File: src/rtl/mult_seq.sv
// mult_seq: sequential unsigned shift-and-add multiplier, one adder pass per cycle
module mult_seq #(
  parameter int WIDTH = 64
) (
  input  logic             clk,
  input  logic             reset_n,
  input  logic             start,
  input  logic [WIDTH-1:0] a,
  input  logic [WIDTH-1:0] b,
  output logic             busy,
  output logic             done,
  output logic [WIDTH-1:0] product_lo,
  output logic [WIDTH-1:0] product_hi
);
  localparam int CW = $clog2(WIDTH) + 1;
  typedef enum logic [1:0] {IDLE, RUN, DONE} state_t;
  state_t state, state_nx;
  logic [WIDTH-1:0] mcand, acc_hi, acc_lo;
  logic [CW-1:0] cnt;
  logic [WIDTH:0] sum;
  logic last;
  // the carry-out lands in sum[WIDTH] and is shifted back into acc_hi
  assign sum = {1'b0, acc_hi} + {1'b0, acc_lo[0] ? mcand : {WIDTH{1'b0}}};
  assign last = cnt == CW'(WIDTH - 1);
  always_comb begin
    state_nx = IDLE;
    state_nx = state == IDLE ? (start ? RUN : IDLE) : state == RUN ? (last ? DONE : RUN) : IDLE;
  end
  always_ff @(posedge clk) begin
    if (!reset_n) begin
      state  <= IDLE;
      mcand  <= '0;
      acc_hi <= '0;
      acc_lo <= '0;
      cnt    <= '0;
    end else begin
      state <= state_nx;
      if (state == IDLE && start) begin
        mcand  <= a;
        acc_lo <= b;
        acc_hi <= '0;
        cnt    <= '0;
      end else if (state == RUN) begin
        acc_hi <= sum[WIDTH:1];
        acc_lo <= {sum[0], acc_lo[WIDTH-1:1]};
        cnt    <= cnt + CW'(1);
      end
    end
  end
  assign busy       = state != IDLE;
  assign done       = state == DONE;
  assign product_hi = acc_hi;
  assign product_lo = acc_lo;
endmodule
File: config.mk
export PLATFORM = sky130hd
export DESIGN_NAME = mult_seq
export DESIGN_NICKNAME = d
export VERILOG_FILES = /design/src/rtl/mult_seq.sv
export SDC_FILE = /design/constraint.sdc
export NUM_CORES = 1
export LEC_CHECK = 0
export BUFFER_PORTS_ARGS = -buffer_cell sky130_fd_sc_hd__buf_2
export CAP_MARGIN = 15
export CORE_ASPECT_RATIO = 0.8
export CORE_MARGIN = 2
export CORE_UTILIZATION = 50
export CTS_BUF_LIST = sky130_fd_sc_hd__clkbuf_8
export CTS_CLUSTER_SIZE = 10
export DETAILED_ROUTE_END_ITERATION = 7
export PLACE_DENSITY = 0.74
export SYNTH_ARGS = -nofsm -noshare
export SYNTH_HDL_FRONTEND = slang
export SYNTH_SLANG_ARGS = --single-unit
File: constraint.sdc
create_clock -name clk -period 4.42 [get_ports clk]
set_clock_uncertainty 0.15 [all_clocks]
set_input_delay 0.442 -clock clk [delete_from_list [all_inputs] [get_ports clk]]
set_output_delay 0.442 -clock clk [all_outputs]
set_load 0.005 [all_outputs]
* Word level (Yosys, flattened, before mapping) *
Index checks and enable logic that the tools add are counted.
W data, S select, Z words.

word-level totals
  bits in registers = 201
  bits in latches = 0
  RAM bits = 0
  ROM bits = 0
  output and inout port bits = 130
  logic and storage cells = 23
  memories = 0

operators by class
  $add $sub $neg = 2
  multiply operators = 0
  div/mod/pow operators = 0
  order comparisons = 0
  equality and inequality tests = 3
  shift operators = 0
  mux-type cells = 7
  bitwise logic cells = 1
  reduce and logical (&&, ||, !) cells = 5

operators with widths
  kind                   count
  $mux W64               3
  $add A64 B64 Y65       1
  $add A7 B1 Y7 const B  1
  $eq A7 B6 Y1 const B   1
  $mux W2                3
  $reduce_bool A2 Y1     2
  $eq A2 B1 Y1 const B   1
  $eq A2 B2 Y1 const B   1
  $logic_not A2 Y1       1
  $reduce_or A2 Y1       1
  $logic_and A1 B1 Y1    1
  $mux W1                1
  $not A1 Y1             1

* Depth between registers and ports, before layout *
  depth in word-level cells = 4
  depth in mapped cells = 16
  mapped depth without buffers = 14

* Worst setup path after synthesis *
No wires, ideal clock.

  path type = reg-to-reg
  start point = register acc_lo[0], in the netlist product_lo[0]
  end point = register acc_hi[52], in the netlist product_hi[52]
  setup time = 0.122 ns
  arrival = 3.345 ns
  data required time = 4.148 ns
  slack = 0.803 ns
  cell stages (with the launch flop) = 16
  path buffers = 2
  clock period less this slack = 3.617 ns
  path through = dfxtp_1 > clkbuf_1 > clkbuf_1 > and2_1 > ha_1 > nand4_2 > nor3_2 > o21ai_2 > a21oi_2 > a31oi_1 > or3b_4 > o41ai_4 > a21o_1 > a31oi_1 > and4_1 > a311o_1

between the ends
  word-level cells in the longest chain between the ends = 2

RTL lines
  item                    RTL line  source
  from (decl)             18        logic [WIDTH-1:0] mcand, acc_hi, acc_lo;
  from (signal assigned)  45        acc_lo <= {sum[0], acc_lo[WIDTH-1:1]};
  $mux W64                23        assign sum = {1'b0, acc_hi} + {1'b0, acc_lo[0] ? mcand : {WIDTH{1'b0}}};
  $add A64 B64 Y65        23
  to (signal assigned)    44        acc_hi <= sum[WIDTH:1];
  to (decl)               18

Every way passes these cells.
A chain may end at the register's enable or synchronous reset.

* Worst setup path in the final report *
Same ends and word-level chain as after synthesis.

==> out/results.tsv <==
metric	value	unit
status	completed	
area_growth	21.6	%
cts_sinks	201	
hold_violations	0	
antenna_found_initial	4	
cts_resized	0	
ys_warn_count	0	
initial_core_util	0.509	
drtPass1Iterations	5	
gr-total-overflow	0	
slew_violations	0	
placed_cell_area	0.0129	mm²
insertion_delay	0.53	ns
min-delay-start	a[53]	
cts_buffers	35	
ir_drop	0.370	mV
relSlewSlack	0.328	
syn_nets	1657	
cts_tree	built	
dieWidth	173	µm
portBuffers	260	
maxCapViolations	0	
tns	0	ns
syn_avg_cell_area	7.83	µm²
tightest_slew	1.01	ns
nets	1896	
total_power	4.29	mW
async_flop_share	0	
hold_class	input port to register	
synth_edf_count	0	
netlist_area	0.0114	mm²
grtUsageTotal	0.262	
post_drt_via_cell_ratio	5.53	
timing.final.crit_share	0.904	
drt-initial-drc-count	564	
critPathMaxFanout	37	
rr_worst_depth	14	
grt_pass1_vias	10600	
path_common_cell	a31oi_1	
synth_top_flop_cell	dfxtp_1	
layout_common_cells	nand2_1, buf_2, dfxtp_1	
wl	32900	µm
min_to	mcand[53]	
crit_type	register to register	
drc_errors	0	
htreeDepth	2	
gp_congestion	0.918	
die_y	139	µm
clkTransAtPathRegs	0.06	ns
leakage	6.16	nW
routedWlPerCell	16.2	µm
crit_buf_inv	1	
max_stage_delay	0.44	ns
r2r_end	product_hi[52]	
synth-seq-cells	201	
vias	11300	
final.fill_count	2059	
setup_viol	0	
crit_path_start_kind	register	
arrival	4.27	ns
clockBufferDepth	3	
postRouteAntennaNets	0	
grt_max_degree	125	
coreArea	0.0224	mm²
yosysSeqAreaShare	0.352	
cp_slowest_cell	or3b_4	
crit_path_cell_trace	buf_4 > and2_1 > ha_1 > nand4_1 > o21ai_0 > a22oi_1 > a21oi_2 > a31oi_1 > or3b_4 > o41ai_4 > a21o_1 > a31oi_1 > and4_1 > a311o_1	
utilization	0.619	
hold_path_depth	3	
cp.required	4.69	ns
cts_setup_buffers	0	
stdcell_area	0.0139	mm²
r2r_start	product_lo[0]	
syn_inst	1460	
hpwl	23600	µm
root_buffer	clkbuf_8	
grt_pass1_wl	53000	µm
power-per-cell-area	309	mW/mm²
max_freq	250	MHz
drive_gt1_frac	0.200	
yosysUniqueCellTypes	61	
period_needed	4.00	ns
endpoint_kind	register	
final_common_cell	nand2_1	
ioPinCount	261	
die-area	0.0241	mm²
rsz0062_at_grt	no	
reg2reg_slack	0.42	ns
crit_family	compound AO/OA/AOI/OAI gates	
rows	49	
## area by class of cell
| type | count | area (µm²) | area share |
|---|---|---|---|
| Multi-Input combinational cell | 1149 | 7020 | 0.505 |
| Inverter | 18 | 67.6 | 0.00486 |
| Clock buffer | 47 | 647 | 0.0466 |
| Clock inverter | 15 | 121 | 0.00874 |
| Sequential cell | 201 | 4020 | 0.290 |
| Timing Repair Buffer | 294 | 1620 | 0.117 |
| Antenna cell | 4 | 10.0 | 0.000720 |
| Tap cell | 306 | 383 | 0.0276 |
## kinds of logic (layout without fill, tap and decap cells)
group                    after synthesis  after routing  synth area share
AND/OR/NAND/NOR                      553            553             0.218
multiplexers                           2              2           0.00186
flip-flops                           201            201             0.352
adder cells (fa/ha/maj)               66             66            0.0729
other                                  0              4                 0
XOR/XNOR                              58             58            0.0444
AO/OA/AOI/OAI                        470            470             0.274
buffers and inverters                110            374            0.0362
## registers in the layout, indices dropped and copies added, names as in the netlist
signal,cells
product_hi,64
product_lo,64
state,2
cnt,7
mcand,64
## worst min-delay path, cell delays in order
cell and delay, ns:
buf_2 0.10, nand2_1 0.04, a21boi_0 0.06
## where the power goes
group          internal [mW]  switching (mW)
registers               1.90          0.0582
logic                  0.198           0.283
clock network           1.07           0.790
total                   3.16            1.13
## per-stage QoR
| step | setup slack [ns] | hold slack [ns] | std cells |
|---|---|---|---|
| global placement | 0.549 | 0.300 | 1947 |
| global route | 0.122 | 0.0205 | 2031 |
| floorplan | 0.803 | 0.289 | 1460 |
| finish | 0.424 | 0.0177 | 2034 |
| detailed placement | 0.449 | 0.305 | 1947 |
| CTS | 0.458 | 0.000496 | 2030 |
## worst max-delay path by stage
stage	from	to	cells after the start	slack, ns
floorplan	product_lo[0]	product_hi[52]	15	0.80
global placement	product_lo[0]	product_hi[52]	14	0.55
detailed placement	product_lo[0]	product_hi[52]	14	0.45
CTS	product_lo[0]	product_hi[52]	14	0.46
global route	product_lo[0]	product_hi[52]	14	0.12
finish	product_lo[0]	product_hi[52]	14	0.42
## metal layers
metal / global-route usage / part of all wire / vias to the layer above
met5: 0 / 0 / -
met4: 0.0767 / 0.018 / 0
met3: 0.0740 / 0.083 / 44
met2: 0.421 / 0.45 / 382
met1: 0.345 / 0.45 / 5208
li1: - / - / 5620
## synth_stat cells (21+ instances only)
master / n / area share
nand2_1: 337 / 0.11
dfxtp_1: 201 / 0.35
a21boi_0: 129 / 0.085
a21oi_1: 126 / 0.055
clkbuf_1: 86 / 0.028
and2_1: 70 / 0.038
a22oi_1: 66 / 0.043
ha_1: 65 / 0.071
nor2_1: 48 / 0.016
xnor2_1: 33 / 0.025
o21ai_0: 28 / 0.012
a21o_1: 26 / 0.017
xor2_1: 25 / 0.019
nand4_1: 21 / 0.011
o21ai_1: 21 / 0.0092
## what timing repair did
action / CTS / global route
hold buffers: 21 / 0
endpoints found under the setup margin: 0 / 0
hold endpoints to repair: 21 / 0
No activity file was read; power rests on OpenSTA's default activity.
